### src/rtl/packet_serial_tx.sv
// packet_serial_tx: serializes a framed packet onto a single-wire bus,
// waits for the receiver's ack/nack, and retransmits from a shadow copy
// on nack or timeout until the retry budget is spent.
//
// state    | meaning
// ---------+--------------------------------------------------------------
// IDLE     | line high, ready for a request; bad framing pulses frame_err
// SHIFT    | frame on the line MSB-first, each bit held BIT_DIV cycles
// WAIT_ACK | line high, ack timer running, waiting for ack/nack
module packet_serial_tx #(
  parameter int PKT_W       = 79,
  parameter int BIT_DIV     = 4,
  parameter int ACK_TIMEOUT = 16,
  parameter int MAX_RETRY   = 2
) (
  input  logic             clk,
  input  logic             rst_n,
  input  logic [PKT_W-1:0] packet_in,
  input  logic             send,
  output logic             ready,
  output logic             busy,
  output logic             tx_line,
  input  logic             ack_in,
  input  logic             nack_in,
  output logic             done,
  output logic             fail,
  output logic             frame_err,
  output logic [1:0]       retry_count
);

  localparam int IDX_W = $clog2(PKT_W);
  localparam int DIV_W = (BIT_DIV > 1) ? $clog2(BIT_DIV) : 1;
  localparam int TMR_W = $clog2(ACK_TIMEOUT);

  localparam logic [IDX_W-1:0] IDX_MSB   = IDX_W'(PKT_W - 1);
  localparam logic [DIV_W-1:0] DIV_LAST  = DIV_W'(BIT_DIV - 1);
  localparam logic [TMR_W-1:0] TMR_LAST  = TMR_W'(ACK_TIMEOUT - 1);
  localparam logic [1:0]       RETRY_MAX = 2'(MAX_RETRY);

  typedef enum logic [1:0] {
    IDLE     = 2'd0,
    SHIFT    = 2'd1,
    WAIT_ACK = 2'd2
  } state_e;

  state_e             state_q;
  logic [PKT_W-1:0]   shadow_q;
  logic [IDX_W-1:0]   bit_idx_q;
  logic [DIV_W-1:0]   div_q;
  logic [TMR_W-1:0]   tmr_q;
  logic               tx_q;
  logic               ready_q;
  logic               busy_q;
  logic               done_q;
  logic               fail_q;
  logic               frame_err_q;
  logic [1:0]         retry_q;

  logic [IDX_W-1:0]   bit_idx_d;
  logic               frame_ok;
  logic               ack_ok;
  logic               retx_req;

  // Decode of the request framing and the receiver response.
  always_comb begin
    bit_idx_d = bit_idx_q - IDX_W'(1);
    frame_ok  = (packet_in[PKT_W-1] == 1'b0) && (packet_in[0] == 1'b1);
    ack_ok    = ack_in && !nack_in;
    retx_req  = nack_in || (tmr_q == TMR_LAST);
  end

  // Control FSM: sequencing, counters and all registered outputs.
  always_ff @(posedge clk) begin
    if (!rst_n) begin
      state_q     <= IDLE;
      bit_idx_q   <= '0;
      div_q       <= '0;
      tmr_q       <= '0;
      tx_q        <= 1'b1;
      ready_q     <= 1'b1;
      busy_q      <= 1'b0;
      done_q      <= 1'b0;
      fail_q      <= 1'b0;
      frame_err_q <= 1'b0;
      retry_q     <= 2'd0;
    end else begin
      done_q      <= 1'b0;
      fail_q      <= 1'b0;
      frame_err_q <= 1'b0;
      unique case (state_q)
        IDLE: begin
          if (send) begin
            if (frame_ok) begin
              shadow_q  <= packet_in;
              tx_q      <= packet_in[PKT_W-1];
              retry_q   <= 2'd0;
              busy_q    <= 1'b1;
              ready_q   <= 1'b0;
              bit_idx_q <= IDX_MSB;
              div_q     <= '0;
              state_q   <= SHIFT;
            end else begin
              frame_err_q <= 1'b1;
            end
          end
        end
        SHIFT: begin
          if (div_q == DIV_LAST) begin
            div_q <= '0;
            if (bit_idx_q == '0) begin
              tx_q    <= 1'b1;
              tmr_q   <= '0;
              state_q <= WAIT_ACK;
            end else begin
              bit_idx_q <= bit_idx_d;
              tx_q      <= shadow_q[bit_idx_d];
            end
          end else begin
            div_q <= div_q + DIV_W'(1);
          end
        end
        WAIT_ACK: begin
          if (ack_ok) begin
            tmr_q   <= '0;
            done_q  <= 1'b1;
            busy_q  <= 1'b0;
            ready_q <= 1'b1;
            state_q <= IDLE;
          end else if (retx_req) begin
            tmr_q <= '0;
            if (retry_q < RETRY_MAX) begin
              // Retransmit straight from the untouched shadow copy.
              retry_q   <= retry_q + 2'd1;
              tx_q      <= shadow_q[PKT_W-1];
              bit_idx_q <= IDX_MSB;
              div_q     <= '0;
              state_q   <= SHIFT;
            end else begin
              fail_q  <= 1'b1;
              busy_q  <= 1'b0;
              ready_q <= 1'b1;
              state_q <= IDLE;
            end
          end else begin
            tmr_q <= tmr_q + TMR_W'(1);
          end
        end
        default: begin
          state_q <= IDLE;
        end
      endcase
    end
  end

  assign ready       = ready_q;
  assign busy        = busy_q;
  assign tx_line     = tx_q;
  assign done        = done_q;
  assign fail        = fail_q;
  assign frame_err   = frame_err_q;
  assign retry_count = retry_q;

endmodule
### config.mk
export PLATFORM = sky130hd
export DESIGN_NAME = packet_serial_tx
export DESIGN_NICKNAME = d
export VERILOG_FILES = /design/src/rtl/packet_serial_tx.sv
export SDC_FILE = /design/constraint.sdc
export NUM_CORES = 1
export LEC_CHECK = 0
export ABC_CLOCK_PERIOD_IN_PS = 15400
export CORE_ASPECT_RATIO = 2
export CORE_UTILIZATION = 55
export CTS_CLUSTER_DIAMETER = 200
export DETAILED_ROUTE_END_ITERATION = 10
export GPL_TIMING_DRIVEN = 0
export PLACE_DENSITY = 0.92
export SKIP_CTS_REPAIR_TIMING = 1
export SYNTH_ARGS = -nofsm -noshare
export SYNTH_HDL_FRONTEND = slang
export SYNTH_SLANG_ARGS = --single-unit
### constraint.sdc
create_clock -name clk -period 15.4 [get_ports clk]
set_input_delay 3.08 -clock clk [delete_from_list [all_inputs] [get_ports clk]]
set_output_delay 3.08 -clock clk [all_outputs]
set_load 0.1 [all_outputs]
# Word level (Yosys, flattened, before mapping)
# Index checks and enable logic that the tools add are counted.
dict set report word_totals {
  reg_bits 102
  output_inout_bits 8
  elab_cells 113
}
dict set report op_classes {
  add_sub_neg 4
  magnitude_cmp 2
  eq_ne 14
  muxes 57
  n_bitwise 4
  n_reduce_logical 20
}
# operator count
set op_table {}
lappend op_table {{$mux W7} 7}
lappend op_table {{$mux W2} 15}
lappend op_table {{$mux W1} 22}
lappend op_table {{$pmux W7 S3} 1}
lappend op_table {{$mux W4} 4}
lappend op_table {{$ne A2 B2 Y1 const B} 8}
lappend op_table {{$pmux W2 S3} 2}
lappend op_table {{$reduce_and A6 Y1} 2}
lappend op_table {{$reduce_and A5 Y1} 2}
lappend op_table {{$lt A7 B8 Y1 const B} 1}
lappend op_table {{$pmux W4 S2} 1}
lappend op_table {{$reduce_and A8 Y1} 1}
lappend op_table {{$bmux W1 S7} 1}
lappend op_table {{$logic_not A7 Y1} 1}
lappend op_table {{$reduce_and A7 Y1} 1}
lappend op_table {{$sub A7 B1 Y7 const B} 1}
lappend op_table {{$ne A3 B3 Y1 const B} 2}
lappend op_table {{$reduce_and A3 Y1} 2}
lappend op_table {{$add A2 B1 Y2 const B} 2}
lappend op_table {{$add A4 B1 Y4 const B} 1}
lappend op_table {{$eq A2 B2 Y1 const B} 2}
lappend op_table {{$eq A4 B4 Y1 const B} 1}
lappend op_table {{$not A1 Y1} 4}
lappend op_table {{$pmux W1 S2} 2}
lappend op_table {{13 further kinds} 15}

# Longest topological paths before layout
# Gate-level depths: netlist of the first run.
dict set report depth {
  ltp_word 6
  depth_mapped 12
}

# Worst setup path after synthesis of the first run
# OpenSTA, ideal clock, no wires.
dict set report synth_timing {
  kind {input to register}
  from {input port rst_n}
  to {register shadow_q[0] (enable)}
  t_arrival_ns 8.759
  t_required_ns 14.787
  path_slack_ns 6.028
  cell_stages 3
  path_buffers 1
  cell_sequence {inv_2 clkbuf_1 nor3_1}
}
dict set report synth_between {
  elab_chain_cells 1
}
# item line
set synth_lines {}
lappend synth_lines {{start: declaration} 17} ;# input logic rst_n,
lappend synth_lines {{$reduce_and A4 Y1 (no line)} --}
lappend synth_lines {{end signal: assignment} 94} ;# shadow_q <= packet_in;
lappend synth_lines {{end: declaration} 47} ;# logic [PKT_W-1:0] shadow_q;
# Every way passes these cells.
# A chain may end at the register's enable or synchronous reset.

# Worst setup path after layout of the first run
dict set report layout_timing {
  from {input port rst_n}
  to {register shadow_q[15] (enable)}
}
# Same word-level chain as after synthesis.

==> impl_metrics.csv, run 1 <==
group,metric,value,unit
cts,h-tree-depth,3,
cts,cts_buffers,9,
synth,async_reset_ff_frac,0,
synth,yosysMostFrequentCell,"edfxtp_1",
sta,fmax,0.1740,GHz
final_layout,fillCellCount,483,
route,postRouteAntennaNets,0,
place,dp_worst_setup_slack,9.312,ns
cts,clkTransAtPathRegs,0.07,ns
synth,yosysTopAreaCellShare,0.5199,
cts,clk_latency,0.34,ns
floorplan,core-area,8000,um^2
synth,ys_ff_latch,102,
place,postPlaceCellArea,5667,um^2
run,max_cap_violations,0,
route,dr.pass1.iters,4,
route,viasPerCell,5.853,
sta,finalCritPeriodShare,0.3732,
floorplan,dieArea,8687,um^2
synth,synth_cell_types,62,
synth,syn_avg_cell_area,15.21,um^2
floorplan,rows,46,
setup_path,critPathMaxFanout,15,
place,numPlacedInstances,493,
route,drc,0,
sta,hold_viol,0,
sta,finalCriticalPeriod,5.747,ns
synth,ys_seq_area_frac,0.6208,
final_layout,fin_area,6003,um^2
sta,rsz0062_at_grt,"false",
cts,cts_tree,"yes",
setup_path,endpoint_kind,"flip-flop",
sta,tightest_slew,0.9711,ns
synth,yosys-top-cells-area,"edfxtp_1, dfxtp_1, mux4_2, ha_1, mux4_1",
floorplan,initial_core_util,0.5704,
grt,antenna_found_initial,0,
route,drt-initial-drc-count,155,
floorplan,die_w,66.41,um
sta,drv_slew,0,
sta,slew_headroom,0.3505,
cts,cts-root-buf,"clkbuf_16",
sta,finClkSkew,0.007776,ns
grt,overflow,0,
sta,fin_tns_setup,0,ns
route,routed_wl,10100,um
synth,synth_edf_count,79,
synth,syn_area,4563,um^2
cts,clockBufferDepth,2,
power_and_ir_drop,peakVddDrop,102.7,uV
grt,grt_start_max_net_pins,17,
final_layout,layout.cells.non_filler,509,
final_layout,final_nets,501,
cts,numClockSinks,102,
setup_path,worstSetupPathType,"input port to flip-flop",
grt,grt_pass1_vias,3105,
run_status,status,"complete, no violations",
place,hpwl,7382,um
synth,synth_top_area_cell,"edfxtp_1",
final_layout,final_layout_size_suffix_gt1_frac,0.1477,
min_path,hold_class,"flip-flop to flip-flop",
place,place_congestion,0.8933,
route,num_vias,2979,
setup_path,required,15.44,ns
power_and_ir_drop,power.density,116.7,nW/um^2
synth,ys.flop_type,"edfxtp_1",
synth,yosys_warnings,0,
setup_path,start_kind,"input port",
synth,syn_inst,300,
route,post_drt_wl_per_cell,19.83,um
setup_path,arrival,5.79,ns
final_layout,area_growth,31.56,%
final_layout,antenna_cells,0,
grt,grt_pass1_wl,15560,um
synth,syn_nets,393,
synth,ys_top_cells_by_count,"edfxtp_1, dfxtp_1, nor2_1",
floorplan,ios,92,
sta,fin_ws,9.653,ns
grt,grt_usage,0.2575,
power_and_ir_drop,total_power,700.7,uW
sta,finalSetupViolations,0,
place,portBuffers,91,
power_and_ir_drop,power.leakage,0.002099,uW
floorplan,die_y,130.8,um
worst max-delay path: stages:
cell and delay (ns):
clkdlybuf4s50_1 0.69, inv_2 0.16, clkbuf_1 0.30, nor3_2 0.34, buf_6 0.22, buf_6 0.20, buf_6 0.20, buf_6 0.19
buf_6 0.20, buf_6 0.19
stage by stage:
stage / hold WS, ns / utilization
6_report: 0.4636 / 0.7504
5_1_grt: 0.5117 / 0.7504
4_1_cts: 0.4706 / 0.7504
3_5_place_dp: 0.4546 / 0.7083
3_3_place_gp: 0.4567 / 0.6992
2_1_floorplan: 0.4495 / -
final cells by class:
| cell class | instances | area, um^2 | area share |
|---|---|---|---|
| Clock buffer | 10 | 229.0 | 0.03814 |
| Timing Repair Buffer | 97 | 978.4 | 0.1630 |
| Sequential cell | 102 | 2833 | 0.4719 |
| Multi-Input combinational cell | 171 | 1592 | 0.2651 |
| Clock inverter | 6 | 107.6 | 0.01792 |
| Tap cell | 96 | 120.1 | 0.02001 |
| Inverter | 13 | 48.80 | 0.008128 |
| Buffer | 14 | 95.09 | 0.01584 |
registers in the layout, indices dropped and copies added (netlist names):
signal and count:
ready 1, state_q 2, div_q 2, bit_idx_q 7
tx_line 1, done 1, tmr_q 4, shadow_q 79
frame_err 1, retry_count 2, fail 1, busy 1
layer usage:
layer / vias up / part of all wire / global-route usage
met1: 1445 / 0.32 / 0.2490
li1: 1385 / - / -
met5: - / 0 / 0
met3: 34 / 0.036 / 0.04514
met2: 115 / 0.58 / 0.4784
met4: 0 / 0.057 / 0.1727
logic make-up (layout without fill, tap and decap cells):
group | after synthesis | count (layout) | synth area share
buffers and inverters | 27 | 140 | 0.03153
muxes | 33 | 33 | 0.1322
xor gates and xnor gates | 9 | 9 | 0.02056
and+or+nand+nor | 64 | 64 | 0.07815
AOI/OAI and AO/OA | 56 | 56 | 0.09214
adders and majority gates | 9 | 9 | 0.02468
DFF | 102 | 102 | 0.6208
placed cells by master (no fill, tap or decap), drive strengths merged, types with 9 or more instances in the layout:
cell	n
a21oi	15
buf	16
clkbuf	14
clkdlybuf4s50	91
dfxtp	23
edfxtp	79
ha	9
inv	14
mux2i	10
mux4	20
nand2	10
nor2	17
o21ai	9
power by group:
part	switching (uW)	internal [uW]	leakage, uW
Combinational	73.1	62.9	0.00103
Clock	94.7	159	0.000164
Sequential	5.79	306	0.000904
worst paths after layout:
kind / start / end / slack, ns / cells after the start
worst max-delay path: rst_n / shadow_q[15]$_DFFE_PP_ / 9.65 / 10
worst min-delay path: busy$_SDFFE_PN0P_ / busy$_SDFFE_PN0P_ / 0.46 / 1
worst max register to register: bit_idx_q[0]$_SDFFE_PN0P_ / tx_line$_SDFFE_PN1P_ / 12.27 / 9
worst min register to register: busy$_SDFFE_PN0P_ / busy$_SDFFE_PN0P_ / 0.46 / 1
Note: power is estimated with default switching activity, not from simulation.
==> run 2, diff against run 1 <==
--- a/config.mk
+++ b/config.mk
@@ -5,13 +5,13 @@
 export SDC_FILE = /design/constraint.sdc
 export NUM_CORES = 1
 export LEC_CHECK = 0
-export ABC_CLOCK_PERIOD_IN_PS = 15400
+export ABC_CLOCK_PERIOD_IN_PS = 5000
 export CORE_ASPECT_RATIO = 2
-export CORE_UTILIZATION = 55
+export CORE_UTILIZATION = 46
 export CTS_CLUSTER_DIAMETER = 200
 export DETAILED_ROUTE_END_ITERATION = 10
 export GPL_TIMING_DRIVEN = 0
-export PLACE_DENSITY = 0.92
+export PLACE_DENSITY = 0.82
 export SKIP_CTS_REPAIR_TIMING = 1
 export SYNTH_ARGS = -nofsm -noshare
 export SYNTH_HDL_FRONTEND = slang
==> constraint.sdc (replaced) <==
create_clock -name clk -period 5 [get_ports clk]
set_input_delay 1 -clock clk [delete_from_list [all_inputs] [get_ports clk]]
set_output_delay 1 -clock clk [all_outputs]
set_load 0.1 [all_outputs]
==> run 2 against run 1 <==
Non-clock buffer count is 3 lower; sequential cell count did not move; register-to-register slack got worse by 10 ns.
==> impl_metrics.csv, run 2 (synthesis results as in run 1) <==
group,metric,value,unit
run_status,status,"complete, no violations",
setup_path,cpMostUsedCell,"buf_16",
place,place_congestion,0.9008,
grt,overflow,0,
final_layout,biggestRegsByFlops,"shadow_q: 79 flops, bit_idx_q: 7 flops, tmr_q: 4 flops",
power_and_ir_drop,intPower,1523,uW
place,hpwl,6972,um
sta,fmax,0.2713,GHz
setup_path,critPathMaxFanout,24,
setup_path,cpPeakStageDelay,0.86,ns
power_and_ir_drop,peakVddDrop,277.8,uV
final_layout,layout_commonest_cell,"clkdlybuf4s50_1",
power_and_ir_drop,power.leakage,0.002071,uW
cts,h-tree-depth,3,
floorplan,core-area,9699,um^2
grt,grt_usage,0.1923,
route,drt-initial-drc-count,100,
power_and_ir_drop,p_sw_frac,0.2588,
power_and_ir_drop,power.density,341.9,nW/um^2
final_layout,layout_common_cells,"clkdlybuf4s50_1, edfxtp_1, dfxtp_1, nor2_1, mux4_2",
floorplan,rows,51,
place,numPlacedInstances,526,
route,routed_wl,9153,um
cts,cts-root-buf,"clkbuf_16",
sta,finalCriticalPeriod,3.686,ns
final_layout,fin_area,6011,um^2
setup_path,cp_top_family,"buffers and inverters",
sta,slew_headroom,0.3505,
sta,finalCritPeriodShare,0.7372,
final_layout,final_nets,498,
sta,whs,0.4678,ns
final_layout,area_growth,31.72,%
route,dr.pass1.iters,6,
final_layout,layout.cells.non_filler,542,
sta,hold_viol,0,
cts,cts_buffers,9,
floorplan,ios,92,
route,postRouteAntennaNets,0,
route,drc,0,
power_and_ir_drop,power_switching,531.9,uW
setup_path,required,5.04,ns
run,max_cap_violations,0,
setup_path,worst-path-buf-inv,6,
setup_path,worstPathCellList,"clkdlybuf4s50_1 > inv_2 > clkbuf_1 > nor3_4 > buf_16 > buf_16 > buf_8",
setup_path,critical_path.slowest_cell,"nor3_4",
sta,finalSetupViolations,0,
sta,finClkSkew,0.006205,ns
min_path,hold_class,"flip-flop to flip-flop",
power_and_ir_drop,p_seq_frac,0.466,
setup_path,worstSetupPathType,"input port to flip-flop",
power_and_ir_drop,clkPwrFrac,0.332,
cts,clockBufferDepth,2,
floorplan,die_y,142.9,um
setup_path,start_kind,"input port",
cts,clkTransAtPathRegs,0.07,ns
setup_path,endpoint_kind,"flip-flop",
grt,grt_pass1_wl,14250,um
setup_path,arrival,3.73,ns
power_and_ir_drop,pwr-share-comb,0.202,
place,postPlaceCellArea,5720,um^2
route,viasPerCell,5.382,
sta,drv_slew,0,
final_layout,antenna_cells,0,
floorplan,dieArea,10350,um^2
route,highest_layer,"met4",
sta,rsz0062_at_grt,"false",
route,wl_met3,368,um
sta,tightest_slew,0.9712,ns
floorplan,initial_core_util,0.4705,
grt,grt_start_max_net_pins,25,
cts,numClockSinks,102,
cts,cts_tree,"yes",
route,num_vias,2917,
route,post_drt_wl_per_cell,16.89,um
floorplan,die_w,72.43,um
grt,grt_pass1_vias,2997,
grt,antenna_found_initial,0,
cts,clk_latency,0.35,ns
route,drt-met1-wl,3018,um
place,portBuffers,91,
route,route.met2.wl,5235,um
final_layout,final_layout_size_suffix_gt1_frac,0.1415,
final_layout,top_register,"shadow_q",
final_layout,largest_register_ffs,79,
## run 2: cell count changes in the layout (fill, tap and decap cells not counted)
cell       previous run  this run
buf_8                 0         1
nor3_4                0         1
buf_6                 8         2
clkinv_2              1         2
clkinv_4              0         1
buf_16                0         2
nor3_2                3         2
bufinv_16             3         1
## run 2: power groups by stage
| stage | combinational (uW) | clock [uW] | sequential, uW |
|---|---|---|---|
| finish | 416 | 682 | 958 |
| global route | 449 | 723 | 961 |
| CTS | 419 | 697 | 958 |
| detailed placement | 417 | 0 | 976 |
| global placement | 407 | 0 | 977 |
| floorplan | 236 | 0 | 1010 |
## run 2: final timing paths
check | from | end | slack [ns] | depth (start not counted)
worst max register to register | bit_idx_q[0]$_SDFFE_PN0P_ | tx_line$_SDFFE_PN1P_ | 1.99 | 9
worst min register to register | busy$_SDFFE_PN0P_ | busy$_SDFFE_PN0P_ | 0.47 | 1
worst max-delay path | rst_n | shadow_q[13]$_DFFE_PP_ | 1.31 | 7
worst min-delay path | busy$_SDFFE_PN0P_ | busy$_SDFFE_PN0P_ | 0.47 | 1
## run 2: per-layer routing
metal,vias up,track usage
met5,-,0
met4,0,0.1383
met3,32,0.04658
met2,101,0.3473
met1,1410,0.1828
li1,1374,-
## run 2: final cells by class
class / count / area [um^2]
plain buffers: 14 / 95.09
clock buffers: 10 / 229.0
clock inverters: 6 / 61.31
fillers: 765 / 3689
inverters: 13 / 48.80
multi-input cells: 171 / 1598
flip-flops and latches: 102 / 2833
well taps: 132 / 165.2
repair buffers: 94 / 980.9
## run 2: metrics by stage
stage               worst slack [ns]    util  total power, uW  setup TNS [ns]
finish                         1.314  0.6197             2055               0
global route                   1.162  0.6197             2133               0
CTS                            1.273  0.6197             2074               0
detailed placement            0.8986  0.5898             1393               0
global placement              -1.741  0.5819             1385         -136.94
floorplan                     0.1842       -             1246               0
==> RTL edit (settings of run 1) <==
Change the parameter `BIT_DIV` from 4 to 8.
--- a/src/rtl/packet_serial_tx.sv
+++ b/src/rtl/packet_serial_tx.sv
@@ -9,7 +9,7 @@
 // WAIT_ACK | line high, ack timer running, waiting for ack/nack
 module packet_serial_tx #(
   parameter int PKT_W       = 79,
-  parameter int BIT_DIV     = 4,
+  parameter int BIT_DIV     = 8,
   parameter int ACK_TIMEOUT = 16,
   parameter int MAX_RETRY   = 2
 ) (
Behaviour: not the same (a bounded check fails within 10 cycles, from zero or initial values and one cycle with rst_n low).
==> RTL edit against run 1 <==
- critical path type unchanged
- synthesized area increased by 0.38%
- cell area decreased by 0.35%
- total power increased by 3.5%
- synthesized cell count increased by 9.0%
- worst setup slack got worse by 0.0076 ns
- sequential cell count increased by 1
- critical path depth decreased by 2
- routed wire length increased by 5.6%
- worst hold slack improved by 0.0089 ns
- utilization decreased by 0.27 points
- final cell count increased by 5.3%
- via count increased by 9.2%
- highest routed layer unchanged
==> RTL edit: results (changes against run 1) <==
Syn Nets - 420 (was 393)
Clock Skew - 0.00650 ns (was 0.00778 ns)
GRT Total Usage - 0.271 (was 0.258)
Synth Area in Compound Gates - 0.0945 (was 0.0921)
Vias - 3252 (was 2979)
Final WL - 10.7 mm (was 10.1 mm)
Avg Cell Area, Syn - 14.0 um^2 (was 15.2 um^2)
Vias in the first global route - 3407 (was 3105)
First DRT Iteration DRCs - 285 (was 155)
Seq/Total Area, Yosys - 0.623 (was 0.621)
Xor/xnor share of the synthesized area - 0.0131 (was 0.0206)
DR WL/cell - 19.9 um (was 19.8 um)
Synthesized-area fraction occupied by adder cells - 0.0246 (was 0.0247)
Post-synthesis mux area share - 0.116 (was 0.132)
Critical-path top delay cell - nor3b_2 (was clkdlybuf4s50_1)
Layout filler cell count - 486 (was 483)
Status - finished clean (unchanged)
Worst VDD drop - 0.0963 mV (was 0.103 mV)
RePlAce Congestion - 0.875 (was 0.893)
Post-detail-place hpwl - 8.01 mm (was 7.38 mm)
Leak - 2.08 nW (was 2.10 nW)
Netlist cell types - 58 (was 62)
Pre-antenna DRT Iters - 5 (was 4)
Slew headroom - 0.298 (was 0.351)
First-pass GRT wire length - 16.8 mm (was 15.6 mm)
Top cells by area, synth - edfxtp_1 52%, dfxtp_1 10%, mux4_2 9.3% (was edfxtp_1 52%, dfxtp_1 10%, mux4_2 7.9%)
Final Net Count - 528 (was 501)
Placed cells - 520 (was 493)
CP peak stage delay - 0.89 ns (was 0.69 ns)
RTL edit: changes by cell type in the layout (fill, tap and decap cells not counted), moves of 4 or more:
| cell | change |
|---|---|
| buf_2 | -5 |
| nand2_1 | +13 |
| mux4_1 | -4 |
| clkbuf_1 | +6 |
| nand3_1 | +6 |
| nor2_1 | +5 |
| nand2b_1 | -4 |
| o21ai_0 | +6 |
RTL edit: cell type report:
class	instances	area, um^2	area share
clock buffer	10	229	0.0383
multi-input combinational	196	1600	0.268
sequential	103	2850	0.477
clock inverter	6	68.8	0.0115
buffer	16	87.6	0.0146
tap	96	120	0.0201
inverter	12	45.0	0.00753
timing repair buffer	97	978	0.164
RTL edit: routing by layer:
| metal | up-vias | share of wire | GRT usage |
|---|---|---|---|
| li1 | 1472 | - | - |
| met1 | 1582 | 0.35 | 0.287 |
| met2 | 164 | 0.57 | 0.499 |
| met3 | 34 | 0.049 | 0.0502 |
| met4 | 0 | 0.037 | 0.138 |
| met5 | - | 0 | 0 |
RTL edit: where the power goes:
part / internal [mW] / total [mW] / switching [mW]
sequential: 0.309 / 0.315 / 0.00587
combinational: 0.0815 / 0.185 / 0.104
clock: 0.127 / 0.225 / 0.0978
RTL edit: path summary, 6_finish.rpt:
check | slack [ns] | cells past startpoint | startpoint | end
setup reg to reg | 11.55 | 10 | bit_idx_q[0] | tx_line
hold / removal | 0.47 | 2 | div_q[1] | div_q[1]
setup / recovery | 9.65 | 8 | rst_n | shadow_q[31]
hold reg to reg | 0.47 | 2 | div_q[1] | div_q[1]
RTL edit: kinds of logic (layout without fill, tap and decap cells):
family / after synthesis / count (layout)
flops: 103 / 103
simple gates: 90 / 90
compound gates: 62 / 62
mux: 29 / 29
buf+inv: 28 / 141
fa+ha+maj: 9 / 9
xor+xnor: 6 / 6
RTL edit: tightest hold or removal path, stage by stage, from the launching register on:
cell	delay (ns)
dfxtp_1	0.32
nand2_1	0.06
a21oi_1	0.05
RTL edit: metrics by stage:
| step | cell area [um^2] | worst slack (ns) | total power, mW | utilization |
|---|---|---|---|---|
| 2_1_floorplan | 4580 | 5.82 | 0.443 | - |
| 3_3_place_gp | 5610 | 3.69 | 0.495 | 0.701 |
| 3_5_place_dp | 5680 | 9.28 | 0.502 | 0.711 |
| 4_1_cts | 5980 | 9.63 | 0.724 | 0.748 |
| 5_1_grt | 5980 | 9.42 | 0.750 | 0.748 |
| 6_report | 5980 | 9.65 | 0.725 | 0.748 |
